`config.mk`:
```
export PLATFORM = sky130hd
export DESIGN_NAME = pipeline_ctrl_flat
export DESIGN_NICKNAME = d
export VERILOG_FILES = /design/src/rtl/pipeline_ctrl_if.sv /design/src/rtl/pipeline_ctrl.sv /design/src/flat_wrapper.sv
export SDC_FILE = /design/constraint.sdc
export NUM_CORES = 1
export LEC_CHECK = 0
export BUFFER_PORTS_ARGS = -buffer_cell sky130_fd_sc_hd__buf_2
export CORE_UTILIZATION = 53
export CTS_CLUSTER_SIZE = 30
export DETAILED_ROUTE_END_ITERATION = 16
export GPL_TIMING_DRIVEN = 0
export PLACE_DENSITY = 0.9
export SYNTH_ARGS = -nofsm -noshare
export SYNTH_HDL_FRONTEND = slang
export SYNTH_SLANG_ARGS = --single-unit
```
`constraint.sdc`:
```
create_clock -name clk -period 3.11 [get_ports clk]
set_input_delay 0.622 -clock clk [delete_from_list [all_inputs] [get_ports clk]]
set_output_delay 0.622 -clock clk [all_outputs]
set_load 0.02 [all_outputs]
```
`src/rtl/pipeline_ctrl_if.sv`:
```
// Hazard inputs and stall/flush controls exchanged between the pipeline datapath
// and pipeline_ctrl.
interface pipeline_ctrl_if #(
    parameter int unsigned REG_W = 5,
    parameter int unsigned CNT_W = 16
);
    logic [REG_W-1:0] id_rs1;
    logic [REG_W-1:0] id_rs2;
    logic             id_rs1_used;
    logic             id_rs2_used;
    logic [REG_W-1:0] ex_rd;
    logic             ex_is_load;
    logic             ex_reg_write;
    logic             branch_taken;
    logic             mem_req;
    logic             mem_ready;

    logic             pc_en;
    logic             ifid_en;
    logic             ifid_flush;
    logic             idex_en;
    logic             idex_bubble;
    logic             exmem_en;
    logic [1:0]       state;
    logic             mem_timeout;
    logic [CNT_W-1:0] stall_cycles;

    modport master (
        output id_rs1, id_rs2, id_rs1_used, id_rs2_used,
               ex_rd, ex_is_load, ex_reg_write, branch_taken,
               mem_req, mem_ready,
        input  pc_en, ifid_en, ifid_flush, idex_en, idex_bubble, exmem_en,
               state, mem_timeout, stall_cycles
    );

    modport slave (
        input  id_rs1, id_rs2, id_rs1_used, id_rs2_used,
               ex_rd, ex_is_load, ex_reg_write, branch_taken,
               mem_req, mem_ready,
        output pc_en, ifid_en, ifid_flush, idex_en, idex_bubble, exmem_en,
               state, mem_timeout, stall_cycles
    );
endinterface

```
`src/rtl/pipeline_ctrl.sv`:
```
// Stall/flush sequencer for the 5-stage pipeline: resolves memory freezes, taken
// branches and load-use hazards into PC / pipeline-register enables.
module pipeline_ctrl #(
    parameter int unsigned REG_W       = 5,
    parameter int unsigned MEM_TIMEOUT = 64,
    parameter int unsigned CNT_W       = 16
) (
    input logic            clk,
    input logic            rst,
    pipeline_ctrl_if.slave bus
);
    localparam int unsigned       WAIT_W   = $clog2(MEM_TIMEOUT + 1);
    localparam logic [WAIT_W-1:0] WAIT_MAX = WAIT_W'(MEM_TIMEOUT);

    typedef enum logic [1:0] {
        RUN      = 2'd0,
        MEM_WAIT = 2'd1
    } state_t;

    state_t            state_q, state_d;
    logic [WAIT_W-1:0] wait_q, wait_d;
    logic              timeout_q, timeout_d;
    logic [CNT_W-1:0]  stall_q, stall_d;

    logic [REG_W-1:0]  id_rs1, id_rs2, ex_rd;
    logic              rs1_hit, rs2_hit;
    logic              memstall, loaduse;
    logic              pc_en, ifid_en, ifid_flush, idex_en, idex_bubble, exmem_en;

    assign id_rs1 = bus.id_rs1;
    assign id_rs2 = bus.id_rs2;
    assign ex_rd  = bus.ex_rd;

    // ex_rd != 0 also guarantees that an rs index of 0 never matches.
    assign rs1_hit  = bus.id_rs1_used && (id_rs1 == ex_rd);
    assign rs2_hit  = bus.id_rs2_used && (id_rs2 == ex_rd);
    assign loaduse  = bus.ex_is_load && bus.ex_reg_write && (ex_rd != '0)
                      && (rs1_hit || rs2_hit);
    assign memstall = bus.mem_req && !bus.mem_ready;

    always_comb begin
        pc_en       = 1'b1;
        ifid_en     = 1'b1;
        ifid_flush  = 1'b0;
        idex_en     = 1'b1;
        idex_bubble = 1'b0;
        exmem_en    = 1'b1;
        if (rst || memstall) begin
            pc_en    = 1'b0;
            ifid_en  = 1'b0;
            idex_en  = 1'b0;
            exmem_en = 1'b0;
        end else if (bus.branch_taken) begin
            ifid_flush  = 1'b1;
            idex_bubble = 1'b1;
        end else if (loaduse) begin
            pc_en       = 1'b0;
            ifid_en     = 1'b0;
            idex_bubble = 1'b1;
        end
    end

    always_comb begin
        state_d = state_q;
        wait_d  = wait_q;
        case (state_q)
            RUN: begin
                if (memstall) begin
                    state_d = MEM_WAIT;
                    wait_d  = WAIT_W'(1);
                end
            end
            MEM_WAIT: begin
                if (memstall) begin
                    if (wait_q < WAIT_MAX) begin
                        wait_d = wait_q + 1'b1;
                    end
                end else begin
                    // Either completed (mem_ready) or cancelled (mem_req dropped).
                    state_d = RUN;
                    wait_d  = '0;
                end
            end
            default: begin
                state_d = RUN;
                wait_d  = '0;
            end
        endcase

        timeout_d = timeout_q || (memstall && (wait_d == WAIT_MAX));

        stall_d = stall_q;
        if (!pc_en && (stall_q != '1)) begin
            stall_d = stall_q + 1'b1;
        end
    end

    always_ff @(posedge clk or posedge rst) begin
        if (rst) begin
            state_q   <= RUN;
            wait_q    <= '0;
            timeout_q <= 1'b0;
            stall_q   <= '0;
        end else begin
            state_q   <= state_d;
            wait_q    <= wait_d;
            timeout_q <= timeout_d;
            stall_q   <= stall_d;
        end
    end

    assign bus.pc_en        = pc_en;
    assign bus.ifid_en      = ifid_en;
    assign bus.ifid_flush   = ifid_flush;
    assign bus.idex_en      = idex_en;
    assign bus.idex_bubble  = idex_bubble;
    assign bus.exmem_en     = exmem_en;
    assign bus.state        = state_q;
    assign bus.mem_timeout  = timeout_q;
    assign bus.stall_cycles = stall_q;
endmodule

```
`src/flat_wrapper.sv`:
```
// flat-port wrapper written by rule: the top's interface ports become plain ports
module pipeline_ctrl_flat 
#(
    parameter int unsigned REG_W       = 5,
    parameter int unsigned MEM_TIMEOUT = 64,
    parameter int unsigned CNT_W       = 16
)
  (clk, rst, bus_id_rs1, bus_id_rs2, bus_id_rs1_used, bus_id_rs2_used, bus_ex_rd, bus_ex_is_load, bus_ex_reg_write, bus_branch_taken, bus_mem_req, bus_mem_ready, bus_pc_en, bus_ifid_en, bus_ifid_flush, bus_idex_en, bus_idex_bubble, bus_exmem_en, bus_state, bus_mem_timeout, bus_stall_cycles);
  pipeline_ctrl_if #(.REG_W(REG_W), .CNT_W(CNT_W)) bus_i ();
  input logic clk;
  input logic rst;
  input wire logic [$bits(bus_i.id_rs1)-1:0] bus_id_rs1;
  input wire logic [$bits(bus_i.id_rs2)-1:0] bus_id_rs2;
  input wire logic [$bits(bus_i.id_rs1_used)-1:0] bus_id_rs1_used;
  input wire logic [$bits(bus_i.id_rs2_used)-1:0] bus_id_rs2_used;
  input wire logic [$bits(bus_i.ex_rd)-1:0] bus_ex_rd;
  input wire logic [$bits(bus_i.ex_is_load)-1:0] bus_ex_is_load;
  input wire logic [$bits(bus_i.ex_reg_write)-1:0] bus_ex_reg_write;
  input wire logic [$bits(bus_i.branch_taken)-1:0] bus_branch_taken;
  input wire logic [$bits(bus_i.mem_req)-1:0] bus_mem_req;
  input wire logic [$bits(bus_i.mem_ready)-1:0] bus_mem_ready;
  output wire logic [$bits(bus_i.pc_en)-1:0] bus_pc_en;
  output wire logic [$bits(bus_i.ifid_en)-1:0] bus_ifid_en;
  output wire logic [$bits(bus_i.ifid_flush)-1:0] bus_ifid_flush;
  output wire logic [$bits(bus_i.idex_en)-1:0] bus_idex_en;
  output wire logic [$bits(bus_i.idex_bubble)-1:0] bus_idex_bubble;
  output wire logic [$bits(bus_i.exmem_en)-1:0] bus_exmem_en;
  output wire logic [$bits(bus_i.state)-1:0] bus_state;
  output wire logic [$bits(bus_i.mem_timeout)-1:0] bus_mem_timeout;
  output wire logic [$bits(bus_i.stall_cycles)-1:0] bus_stall_cycles;
  assign bus_i.id_rs1 = bus_id_rs1;
  assign bus_i.id_rs2 = bus_id_rs2;
  assign bus_i.id_rs1_used = bus_id_rs1_used;
  assign bus_i.id_rs2_used = bus_id_rs2_used;
  assign bus_i.ex_rd = bus_ex_rd;
  assign bus_i.ex_is_load = bus_ex_is_load;
  assign bus_i.ex_reg_write = bus_ex_reg_write;
  assign bus_i.branch_taken = bus_branch_taken;
  assign bus_i.mem_req = bus_mem_req;
  assign bus_i.mem_ready = bus_mem_ready;
  assign bus_pc_en = bus_i.pc_en;
  assign bus_ifid_en = bus_i.ifid_en;
  assign bus_ifid_flush = bus_i.ifid_flush;
  assign bus_idex_en = bus_i.idex_en;
  assign bus_idex_bubble = bus_i.idex_bubble;
  assign bus_exmem_en = bus_i.exmem_en;
  assign bus_state = bus_i.state;
  assign bus_mem_timeout = bus_i.mem_timeout;
  assign bus_stall_cycles = bus_i.stall_cycles;
  pipeline_ctrl #(.REG_W(REG_W), .MEM_TIMEOUT(MEM_TIMEOUT), .CNT_W(CNT_W)) u_core (.clk(clk), .rst(rst), .bus(bus_i));
endmodule
```
After elaboration in Yosys (flattened, before gate mapping)
Index checks and enable logic that the tools add are counted.
Word-level totals
  output and inout port bits: 25
  input bits: 24
  flip-flop bits (word level): 26
Operators by class
  multiplexer cells: 16
  eq/ne operators: 7
  $add $sub $neg: 2
  order comparisons: 1
  reductions and logical operators: 16
Operators with widths (count)
  7-bit two-way mux: 3
  16-bit by 1-bit adder with 16-bit output, second input constant: 1
  16-bit inequality test, second input constant: 1
  7-bit case mux with 2 select lines: 1
  5-bit equality test: 2
  1-bit two-way mux: 9
  1-bit logical AND: 8
  7-bit by 1-bit adder with 7-bit output, second input constant: 1
  7-bit equality test, second input constant: 1
  7-bit less-than comparator, second input constant: 1
  5-bit nonzero test: 1
  2-bit two-way mux: 2
  2-bit case mux with 2 select lines: 1
  1-bit logical OR: 3
  2-bit by 1-bit equality test with 1-bit output, second input constant: 1
  1-bit zero test: 2
  2-bit zero test: 1
  2-bit by 1-bit inequality test with 1-bit output, second input constant: 1
  2-bit inequality test, second input constant: 1
  2-bit AND reduction: 1

Depth between registers and ports, before layout
  depth in word-level cells: 9
  gate-level depth with buffers: 8
  mapped depth without buffers: 7

Least setup slack after synthesis
No wires, ideal clock.
  path type: input -> output
  from: in bus_ex_rd[1]
  to: out bus_pc_en
  path buffers: 1
  stages on the path: 5
  setup slack: 0.138 ns
  arrival: 2.350 ns
  data required time: 2.488 ns
  cell sequence: or4_1 o211ai_2 and2b_1 a21boi_0 buf_4
On the way
  longest elaborated chain between the ends: 7
  elaborated cells between the ends (all ways): 11
  those cells by class: 2 x eq/ne; 3 x mux; 6 x reduce/logical
Ends and longest elaborated chain
  start: declaration: RTL line flat_wrapper.sv:16  | input wire logic [$bits(bus_i.ex_rd)-1:0] bus_ex_rd;
  5-bit equality test (on tied branches): RTL line pipeline_ctrl.sv:35, pipeline_ctrl.sv:36
  1-bit logical AND (on tied branches): RTL line pipeline_ctrl.sv:35, pipeline_ctrl.sv:36
  1-bit logical OR: RTL line pipeline_ctrl.sv:38  | && (rs1_hit || rs2_hit);
  1-bit logical AND *: RTL line pipeline_ctrl.sv:38
  1-bit two-way mux * (3 in series)
  end: declaration: RTL line flat_wrapper.sv:22  | output wire logic [$bits(bus_i.pc_en)-1:0] bus_pc_en;
Every way passes the cells marked *; elsewhere a longest branch is shown, timed or not.

Worst setup path after layout
  from: in bus_ex_rd[1]
  to: out bus_pc_en
On the way
  longest elaborated chain between the ends: 7
  elaborated cells between the ends (all ways): 11
  those cells by class: 2 x eq/ne; 3 x mux; 6 x reduce/logical
Ends and longest elaborated chain
  5-bit equality test (on tied branches): RTL line pipeline_ctrl.sv:35, pipeline_ctrl.sv:36
  1-bit logical AND (on tied branches): RTL line pipeline_ctrl.sv:35, pipeline_ctrl.sv:36
  1-bit logical OR: RTL line pipeline_ctrl.sv:38
  1-bit logical AND *: RTL line pipeline_ctrl.sv:38
  1-bit two-way mux *: RTL line pipeline_ctrl.sv:56  | end else if (loaduse) begin
  1-bit two-way mux *: RTL line pipeline_ctrl.sv:53  | end else if (bus.branch_taken) begin
  1-bit two-way mux *: RTL line pipeline_ctrl.sv:48  | if (rst || memstall) begin
Marked as above.

==> impl_metrics.toml <==
[power]
peakVddDrop_mv = 0.734
p_leak_nw = 0.818
powerDensity_mw_per_mm2 = 653

[placed_design]
post-place-ws_ns = 0.254
portBuffers = 47
place.gp.congestion = 0.785
place_inst = 229
hpwl_um = 2400

[cells_and_area]
fin_nets = 230
final_util = 0.691
area_growth_syn_to_layout_pct = 20.8
drive_gt1_frac = 0.300
diodes = 0
layout.cells.non_filler = 233

[routing]
drtIter0Drc = 21
route.antenna.remaining_nets = 0
viasPerCell = 5.41
avgRoutedWirePerCell_um = 13.1
drc = 0
vias = 1261
drt_pass1_iterations = 4
wl_um = 3050

[sta]
min_period_over_period = 0.914
worst_slew_pin_slew_ns = 0.914
setup_viol = 0
fin_crit_ns = 2.84
rsz0062_at_grt = "no"
drv_slew = 0
tns_ns = 0
fin_skew_ns = 0.00676
slew_headroom = 0.390
fmax_mhz = 352
hold_violations = 0
setup_slack_ns = 0.267

[global_route]
groute.usage.overall = 0.245
grt_max_degree = 26
grt_pass1_vias = 1218
antenna_found_initial = 0
grt_overflow = 0
grt_pass1_wl_um = 5100

[synthesis]
synth_top_area_share = 0.434
synth_warnings = 0
synthesis.area_sq_mm = 0.00144
synth.most_common_cell = "dfrtp_1"
synth_edf_count = 0
async_flop_share = 1.00
synthTopCellsByArea = "dfrtp_1 43%, xor2_1 9.7%, xnor2_1 8.5%, nor2_1 3.9%, nand2_1 3.6%"
synth_flop_cell = "dfrtp_1"
ys_seq_area_frac = 0.434
syn-num-nets = 178
ys_types = 34
synth.avg_cell_area_sq_um = 9.49
synth_seq_cells = 25
synth_top_cell_by_area = "dfrtp_1"
synthTopCellsByCount = "25 x dfrtp_1, 16 x xor2_1, 15 x nor2_1"
syn_inst = 152

[floorplan]
initial_core_util = 0.572
die_h_um = 54.2
dieArea_sq_mm = 0.00293
core_area_sq_mm = 0.00252
die_x_um = 54.2
rows = 18
ioPinCount = 49

[worst_setup_path]
cp_top_family = "simple AND/OR/NAND/NOR gates"
worstPathCellList = "buf_2, or4_1, o211ai_2, and2b_1, a21boi_0, buf_4, buf_2"
critPathArrivalTime_ns = 2.22
cp_common_cell = "buf_2"
path_class = "input pin to output pin"
max_stage_delay_ns = 0.53
critPathLaunchType = "input pin"
crit_buf_inv = 3
worstPathRequired_ns = 2.49
cp_slowest_cell = "or4_1"
path_max_fanout = 3
end_kind = "output pin"

[cts]
htreeDepth = 1
cts.sinks = 25
clk_transition_reported_paths_ns = 0.14
ctsHoldBuffers = 0
root_buffer = "clkbuf_4"
cts_tree = "built"
cts_max_path_buffers = 2
cts_setup_buffers = 0
insertion_delay_ns = 0.32
cts_buffers = 3
post_cts_resized = 0

[outcome]
outcome = "complete, no violations"

[run]
maxCapViolCount = 0

[worst_hold_path]
hold_path_class = "register to register"
state kept, by name (all words and copies together), names as in the netlist:
signal / count
u_core.bus.mem_timeout: 1
u_core.wait_q: 7
u_core.bus.stall_cycles: 16
u_core.bus.state: 1
path summary, 6_finish.rpt:
check                                                  startpoint                                      end  slack, ns  cells after the start
max                                                  bus_ex_rd[1]                                bus_pc_en       0.27                      7
min                              u_core.bus.mem_timeout$_DFF_PP0_         u_core.bus.mem_timeout$_DFF_PP0_       0.49                      1
max reg2reg                u_core.bus.stall_cycles[0]$_DFFE_PP0P_   u_core.bus.stall_cycles[7]$_DFFE_PP0P_       1.02                      7
min reg2reg                      u_core.bus.mem_timeout$_DFF_PP0_         u_core.bus.mem_timeout$_DFF_PP0_       0.49                      1
max in group asynchronous                                     rst  u_core.bus.stall_cycles[11]$_DFFE_PP0P_       2.05                      2
min in group asynchronous                                     rst          u_core.bus.state[0]$_DFFE_PP0P_       0.50                      2
cell type report:
cell class | instances | area, sq um
inverter | 6 | 22.5
buffer | 6 | 42.5
tap | 30 | 37.5
clock buffer | 3 | 22.5
fill | 220 | 779
sequential | 25 | 626
timing repair buffer | 47 | 235
clock inverter | 1 | 5.00
multi-input combinational | 115 | 752
logic make-up after synthesis:
group | count (synthesis) | share of synthesized area
other | 1 | 0.00260
adders and majority gates | 2 | 0.0173
xor gates and xnor gates | 30 | 0.182
and+or+nand+nor | 64 | 0.220
AOI/OAI and AO/OA | 16 | 0.0841
buffers and inverters | 12 | 0.0451
DFF | 25 | 0.434
muxes | 2 | 0.0147
report_power, final:
| part | switching, mW | total (mW) | internal (mW) |
|---|---|---|---|
| sequential | 0.105 | 0.520 | 0.415 |
| combinational | 0.291 | 0.473 | 0.182 |
| clock | 0.0963 | 0.144 | 0.0481 |
routing by layer:
layer  track usage  vias to the layer above  part of all wire
met1         0.285                      609              0.41
met3        0.0565                        6             0.048
met5             0                        -                 0
met2         0.445                       31              0.53
li1              -                      615                 -
met4        0.0641                        0             0.012
worst register-to-register path, delay by kind of cell (launching register included):
family,cells,cell delay [ns]
simple gates,3,0.76
flops,1,0.45
compound gates,2,0.38
fa+ha+maj,1,0.25
xor+xnor,1,0.18
stage by stage:
stage | hold slack, ns | area, sq um | total power, mW
CTS | 0.497 | 1740 | 1.14
global route | 0.518 | 1740 | 1.21
detailed placement | 0.461 | 1720 | 1.00
finish | 0.493 | 1740 | 1.14
floorplan | 0.535 | 1440 | 0.830
global placement | 0.458 | 1720 | 0.982
cell usage in the layout, fill, tap and decap left out:
master,Yosys,layout
nor3_2,1,1
nor2b_1,1,1
nor4_1,2,2
and4_1,1,1
nand4_1,6,6
a21boi_0,1,1
o22ai_1,5,5
clkbuf_4,0,3
mux2i_1,1,1
xor2_1,16,16
nand2_1,14,14
xnor2_1,14,14
nand2b_1,2,2
o211ai_2,1,1
nor3_1,5,5
clkinv_2,0,1
a21oi_1,5,5
and2b_1,1,1
a21oi_2,1,1
ha_1,2,2
or4_1,1,1
o21bai_1,1,1
a31oi_4,1,1
nand3_1,10,10
dfrtp_1,25,25
conb_1,1,1
clkinv_1,1,1
and3_1,5,5
clkbuf_1,1,1
o21a_1,1,1
buf_4,3,3
nor2_1,15,15
buf_2,1,48
mux2_2,1,1
buf_6,1,1
inv_1,5,5
No activity file was read; power rests on OpenSTA's default activity.
